===== config.mk =====
export PLATFORM = sky130hd
export DESIGN_NAME = hazard_ctrl
export DESIGN_NICKNAME = d
export VERILOG_FILES = /design/src/rtl/pipe_pkg.sv /design/src/rtl/fwd_sel.sv /design/src/rtl/hazard_ctrl.sv
export SDC_FILE = /design/constraint.sdc
export NUM_CORES = 1
export LEC_CHECK = 0
export ABC_AREA = 1
export CAP_MARGIN = 30
export CORE_UTILIZATION = 40
export DETAILED_ROUTE_END_ITERATION = 10
export GPL_ROUTABILITY_DRIVEN = 0
export HOLD_SLACK_MARGIN = 0.12
export PLACE_DENSITY = 0.74
export SETUP_SLACK_MARGIN = 0.05
export SYNTH_ARGS = -nofsm -noshare
export SYNTH_HDL_FRONTEND = slang
export SYNTH_SLANG_ARGS = --single-unit

===== constraint.sdc =====
create_clock -name clk -period 2.5 [get_ports clk]
set_input_delay 0.375 -clock clk [delete_from_list [all_inputs] [get_ports clk]]
set_output_delay 0.375 -clock clk [all_outputs]
set_load 0.05 [all_outputs]

===== src/rtl/pipe_pkg.sv =====
// Shared pipeline encodings: forwarding selects, hazard causes and the
// hardwired-zero register index.
package pipe_pkg;

    localparam logic [4:0] REG_ZERO = 5'd0;

    typedef enum logic [1:0] {
        FWD_RF  = 2'b00,
        FWD_WB  = 2'b01,
        FWD_MEM = 2'b10
    } fwd_e;

    typedef enum logic [1:0] {
        CAUSE_NONE  = 2'b00,
        CAUSE_LDUSE = 2'b01,
        CAUSE_MDU   = 2'b10,
        CAUSE_JR    = 2'b11
    } cause_e;

    // Per-cycle pipeline action chosen by the hazard priority logic.
    typedef enum logic [1:0] {
        ACT_RUN   = 2'b00,
        ACT_STALL = 2'b01,
        ACT_JR    = 2'b10
    } action_e;

    localparam logic [15:0] CNT_MAX = 16'hFFFF;

    // Saturating increment for the debug statistics counters.
    function automatic logic [15:0] sat_inc(input logic [15:0] v);
        return (v == CNT_MAX) ? v : v + 16'd1;
    endfunction

endpackage


===== src/rtl/fwd_sel.sv =====
// EX-stage operand forwarding select for one source register.
// A newer result in MEM takes priority over an older one in WB;
// writes to register 0 are never forwarded.
module fwd_sel
    import pipe_pkg::*;
(
    input  logic [4:0] src,
    input  logic [4:0] mem_dest,
    input  logic       mem_reg_wen,
    input  logic [4:0] wb_dest,
    input  logic       wb_reg_wen,
    output logic [1:0] fwd
);

    logic mem_hit;
    logic wb_hit;

    assign mem_hit = mem_reg_wen && (mem_dest != REG_ZERO) && (mem_dest == src);
    assign wb_hit  = wb_reg_wen  && (wb_dest  != REG_ZERO) && (wb_dest  == src);

    // Priority select: MEM, then WB, then register file.
    always_comb begin
        fwd = FWD_RF;
        if (mem_hit) begin
            fwd = FWD_MEM;
        end else if (wb_hit) begin
            fwd = FWD_WB;
        end
    end

endmodule


===== src/rtl/hazard_ctrl.sv =====
// Pipeline hazard controller: PC / IF-ID / ID-EX sequencing for load-use
// and HI/LO-not-ready stalls, jr wrong-path squash, EX operand forwarding,
// and saturating stall/flush statistics.
module hazard_ctrl
    import pipe_pkg::*;
#(
    parameter int MDU_LAT = 4
) (
    input  logic        clk,
    input  logic        rst,
    input  logic [4:0]  id_rs,
    input  logic [4:0]  id_rt,
    input  logic        id_uses_rs,
    input  logic        id_uses_rt,
    input  logic        id_reads_hilo,
    input  logic        id_mdu_op,
    input  logic [4:0]  ex_rs,
    input  logic [4:0]  ex_rt,
    input  logic [4:0]  ex_dest,
    input  logic        ex_reg_wen,
    input  logic        ex_dmem_alu,
    input  logic        ex_jr,
    input  logic        ex_mdu_start,
    input  logic [4:0]  mem_dest,
    input  logic [4:0]  wb_dest,
    input  logic        mem_reg_wen,
    input  logic        wb_reg_wen,
    output logic        pc_en,
    output logic        if_id_en,
    output logic        if_id_flush,
    output logic        id_ex_flush,
    output logic [1:0]  fwd_a,
    output logic [1:0]  fwd_b,
    output logic        mdu_busy,
    output logic [15:0] stall_cnt,
    output logic [15:0] flush_cnt,
    output logic [1:0]  last_cause
);

    localparam logic [3:0] MDU_LOAD = 4'(MDU_LAT);

    logic [3:0]  mdu_cnt_q,    mdu_cnt_d;
    logic [15:0] stall_cnt_q,  stall_cnt_d;
    logic [15:0] flush_cnt_q,  flush_cnt_d;
    logic [1:0]  last_cause_q, last_cause_d;

    logic        ld_use;
    logic        mdu_haz;
    action_e     action;
    logic [1:0]  fwd_a_raw;
    logic [1:0]  fwd_b_raw;

    assign mdu_busy = (mdu_cnt_q != 4'd0);

    // Hazard detection against the instruction currently in EX.
    always_comb begin
        ld_use = 1'b0;
        if (ex_reg_wen && ex_dmem_alu && (ex_dest != REG_ZERO)) begin
            ld_use = (id_uses_rs && (id_rs == ex_dest)) ||
                     (id_uses_rt && (id_rt == ex_dest));
        end
        mdu_haz = mdu_busy && (id_reads_hilo || id_mdu_op);
    end

    // Priority resolution: a resolving jr squashes the stalled instruction
    // anyway, so it overrides any stall request.
    always_comb begin
        action = ACT_RUN;
        if (ex_jr) begin
            action = ACT_JR;
        end else if (ld_use || mdu_haz) begin
            action = ACT_STALL;
        end
    end

    // Pipeline enables; reset holds the front end frozen and both pipes cleared.
    always_comb begin
        pc_en       = 1'b1;
        if_id_en    = 1'b1;
        if_id_flush = 1'b0;
        id_ex_flush = 1'b0;
        if (rst) begin
            pc_en       = 1'b0;
            if_id_en    = 1'b0;
            if_id_flush = 1'b1;
            id_ex_flush = 1'b1;
        end else begin
            case (action)
                ACT_JR: begin
                    if_id_flush = 1'b1;
                    id_ex_flush = 1'b1;
                end
                ACT_STALL: begin
                    pc_en       = 1'b0;
                    if_id_en    = 1'b0;
                    id_ex_flush = 1'b1;
                end
                default: ;
            endcase
        end
    end

    fwd_sel u_fwd_a (
        .src         (ex_rs),
        .mem_dest    (mem_dest),
        .mem_reg_wen (mem_reg_wen),
        .wb_dest     (wb_dest),
        .wb_reg_wen  (wb_reg_wen),
        .fwd         (fwd_a_raw)
    );

    fwd_sel u_fwd_b (
        .src         (ex_rt),
        .mem_dest    (mem_dest),
        .mem_reg_wen (mem_reg_wen),
        .wb_dest     (wb_dest),
        .wb_reg_wen  (wb_reg_wen),
        .fwd         (fwd_b_raw)
    );

    assign fwd_a = rst ? FWD_RF : fwd_a_raw;
    assign fwd_b = rst ? FWD_RF : fwd_b_raw;

    // Next-state for the MDU latency counter and the debug statistics.
    // The MDU count survives a jr: the mult/div has already issued.
    always_comb begin
        mdu_cnt_d    = mdu_cnt_q;
        stall_cnt_d  = stall_cnt_q;
        flush_cnt_d  = flush_cnt_q;
        last_cause_d = last_cause_q;

        if (ex_mdu_start) begin
            mdu_cnt_d = MDU_LOAD;
        end else if (mdu_cnt_q != 4'd0) begin
            mdu_cnt_d = mdu_cnt_q - 4'd1;
        end

        case (action)
            ACT_JR: begin
                flush_cnt_d  = sat_inc(flush_cnt_q);
                last_cause_d = CAUSE_JR;
            end
            ACT_STALL: begin
                stall_cnt_d  = sat_inc(stall_cnt_q);
                last_cause_d = ld_use ? CAUSE_LDUSE : CAUSE_MDU;
            end
            default: ;
        endcase
    end

    // State registers with synchronous reset.
    always_ff @(posedge clk) begin
        if (rst) begin
            mdu_cnt_q    <= 4'd0;
            stall_cnt_q  <= 16'd0;
            flush_cnt_q  <= 16'd0;
            last_cause_q <= CAUSE_NONE;
        end else begin
            mdu_cnt_q    <= mdu_cnt_d;
            stall_cnt_q  <= stall_cnt_d;
            flush_cnt_q  <= flush_cnt_d;
            last_cause_q <= last_cause_d;
        end
    end

    assign stall_cnt  = stall_cnt_q;
    assign flush_cnt  = flush_cnt_q;
    assign last_cause = last_cause_q;

endmodule


==> results.md, run 1 <==
* Status: complete, no violations
* Worst hold path class: reg2reg
* Die Area at 6910 µm²
* IO buf count at 89
* Hold endpoint: flush_cnt[15]$_SDFFE_PP0P_
* Share of layout cells above drive strength 1 at 9.56%
* Root buf cell: clkbuf_8
* Maximum VDD drop at 0.000235 V
* Detailed Routing Iterations Pass 1 at 5
* Top post-synthesis cells by area: dfxtp_1, nand2_1, xor2_1
* CTS clk-pin slew, worst paths at 80 ps
* Initial antenna violation count at 0
* Antenna cells at 0
* Top delay family on crit path: buffers and inverters
* First-pass GRT wire length at 12300 µm
* Final cell count without fillers at 579
* Post-synthesis average cell area at 6.44 µm²
* Filler cells at 586
* HP Start: flush_cnt[15]$_SDFFE_PP0P_
* Clk sink count at 38
* Synth area leader: dfxtp_1
* R2r setup slk at 590 ps
* CP max stage delay at 560 ps
* Worst-Margin Slew at 505 ps
* Worst-Skew Late Latency at 300 ps
* Sequential fraction of the synthesis area at 28.9%
* CORE AREA at 6350 µm²
* Synth warn at 0
* Clock Path Buffers at 2
* Largest net degree at the start of global routing at 17
* Rel. slew slack at 66.2%
* I/O pin count at 90
* R2R Path End: stall_cnt[1]$_SDFFE_PP0P_
* Initial Util at 41.5%
* TNS Setup at 0 ps
* Required time worst endpoint at 2120 ps
* Cells after Synth at 409
* Clock Skew at 6.59 ps
* Leakage at 1.51 nW
* Final slew viol count at 0
* Max Freq at 425 MHz
* Count of final setup violators at 0
* DP HPWL at 5650 µm
* Worst EP arrival at 1980 ps
* Maxcap violations at 0
* 1st-iter DRT viols at 104
* Post-synth cell types at 33
* Hold Vio Cnt, Final at 0
* Cells on Worst Hold Path at 2
* Avg WL per Cell at 12.5 µm
* Critical Path Fanout Max at 3
* Post-Synthesis Cell Area at 2630 µm²
* RSZ-0062 raised after global routing: true
* Minimum clock period at 2350 ps
* Crit start category: input pin
* TritonCTS clock tree: built
* Area grow syn2layout at 45.4%
* GR Overflow Total at 0
* CTS Buf Count at 5
* Net Count, Synth at 459
* Post-Place Cell Area at 3730 µm²
* DRT antenna net count at 0
* Vias at 2967
* Crit-path cells: clkdlybuf4s50_1 -> xnor2_1 -> nand3_1 -> nor3_1 -> o211ai_1 -> nor3_1 -> buf_12
* Worst Path Class, Setup: in2out
* Critical Path End Type: primary output
* Final Power at 1.43 mW
* Core Rows at 29
* Share of the synthesized area in the top cell type at 28.9%
* Number of synthesized register bits at 38
* Slowest cell on the critical path: clkdlybuf4s50_1
* Power Density at 375 nW/µm²
* Final Cell Area at 3830 µm²
* Die Y at 83.1 µm
* H-tree levels at 2
* Worst-case reg-to-reg path depth at 7
* Gr usage total at 21.8%
* DRC at 0
* DR vias/cell at 5.12
* Placed cells at 572
* WP buf/inv at 2
* Reg2reg start: stall_cnt[0]$_SDFFE_PP0P_
* Most common cell on crit path: nor3_1
* Die X at 83.1 µm
* Vias in the first global route at 2843
* Drt total wl at 7250 µm
* Final net count at 552
* Final worst-path cycle share at 94.1%
routing by layer:
layer	share of wire, %	wire [µm]	vias up	global-route usage (%)
met5	0	0	-	0
met4	1.9	140	0	9.56
met3	4.3	308	14	3.98
met2	48	3500	80	37.0
met1	45	3290	1350	26.7
li1	-	-	1523	-
per-stage QoR:
step	hold WS, ps	util [%]	setup WS [ps]
global placement	467	58.7	89.8
finish	487	60.3	146
detailed placement	479	58.7	76.3
global route	505	60.3	41.9
floorplan	451	-	100
CTS	490	60.1	89.0
Yosys cell counts (all sizes together):
| library cell | number |
|---|---|
| nand2 | 110 |
| inv | 49 |
| nor2 | 48 |
| dfxtp | 38 |
| a21oi | 35 |
| nand3 | 22 |
| xor2 | 22 |
| nand4 | 21 |
| o21ai | 13 |
| xnor2 | 12 |
| nor3 | 8 |
| clkbuf | 6 |
| buf | 5 |
| nor4 | 5 |
| ha | 3 |
| a31oi | 2 |
| nand3b | 2 |
| or2 | 2 |
| a211oi | 1 |
| and3 | 1 |
| nor3b | 1 |
| o211ai | 1 |
| o21bai | 1 |
| o22ai | 1 |
final cells by class:
| cell class | instances | area [µm²] | share of cell area [%] |
|---|---|---|---|
| timing repair buffer | 97 | 1030 | 26.9 |
| clock inverter | 2 | 10.0 | 0.261 |
| multi-input combinational | 311 | 1680 | 43.8 |
| clock buffer | 5 | 68.8 | 1.80 |
| inverter | 49 | 184 | 4.80 |
| tap | 77 | 96.3 | 2.52 |
| sequential | 38 | 761 | 19.9 |
worst min-delay path, delay by kind of cell, from the launching register on:
kind               cells  cell delay [ps]
and+or+nand+nor        1               60
DFF                    1              330
AOI/OAI and AO/OA      1               60
power breakdown:
group / total (mW) / internal (mW) / switching [mW]
Combinational: 0.392 / 0.171 / 0.221
Sequential: 0.633 / 0.618 / 0.0142
Clock: 0.410 / 0.187 / 0.223
Total: 1.43 / 0.977 / 0.458
flip-flops by register name, summed over array words and instances, names as in the netlist:
register / flops
stall_cnt: 16
last_cause: 2
flush_cnt: 16
mdu_cnt_q: 4
placed cells by master (no fill, tap or decap), drive strengths merged:
master,count
xnor2,12
nor4,5
or2,2
buf,16
o21bai,1
nor3b,1
clkdlybuf4s50,81
clkbuf,5
a21oi,35
o21ai,13
nand4,21
nor2,48
and3,1
o211ai,1
o22ai,1
inv,49
nand3,22
a211oi,1
nor3,8
nand2,110
dfxtp,38
xor2,22
ha,3
clkinv,2
a31oi,2
nand3b,2
repair_timing:
item / CTS / global route
hold buffers: 0 / 0
setup buffers: 0 / 0
resized for setup: 1 / 3
hold endpoints to repair: 0 / 0
endpoints found under the setup margin: 1 / 3
kinds of logic (layout without fill, tap and decap cells):
kind of cell | count (synthesis) | in the layout | synth area share, %
and+or+nand+nor | 220 | 220 | 37.3
buffers and inverters | 60 | 153 | 9.07
AOI/OAI and AO/OA | 54 | 54 | 12.0
DFF | 38 | 38 | 28.9
xor gates and xnor gates | 34 | 34 | 11.3
adders and majority gates | 3 | 3 | 1.43
worst max path at each step:
stage | start | to | cells after the start
global route | mem_dest[1] | fwd_a[0] | 7
floorplan | mdu_cnt_q[0]$_SDFFE_PP0P_ | pc_en | 8
detailed placement | mem_dest[2] | fwd_b[1] | 7
CTS | mem_dest[1] | fwd_a[1] | 8
global placement | ex_rt[2] | fwd_b[1] | 7
finish | wb_dest[2] | fwd_a[0] | 7
No activity file was read; power rests on OpenSTA's default activity.
==> run 2, diff against run 1 <==
--- a/config.mk
+++ b/config.mk
@@ -6,7 +6,6 @@
 export NUM_CORES = 1
 export LEC_CHECK = 0
 export ABC_AREA = 1
-export CAP_MARGIN = 30
 export CORE_UTILIZATION = 40
 export DETAILED_ROUTE_END_ITERATION = 10
 export GPL_ROUTABILITY_DRIVEN = 0
==> results of run 2 <==
Same layout as run 1: the final DEF is identical, and so are final timing and power.
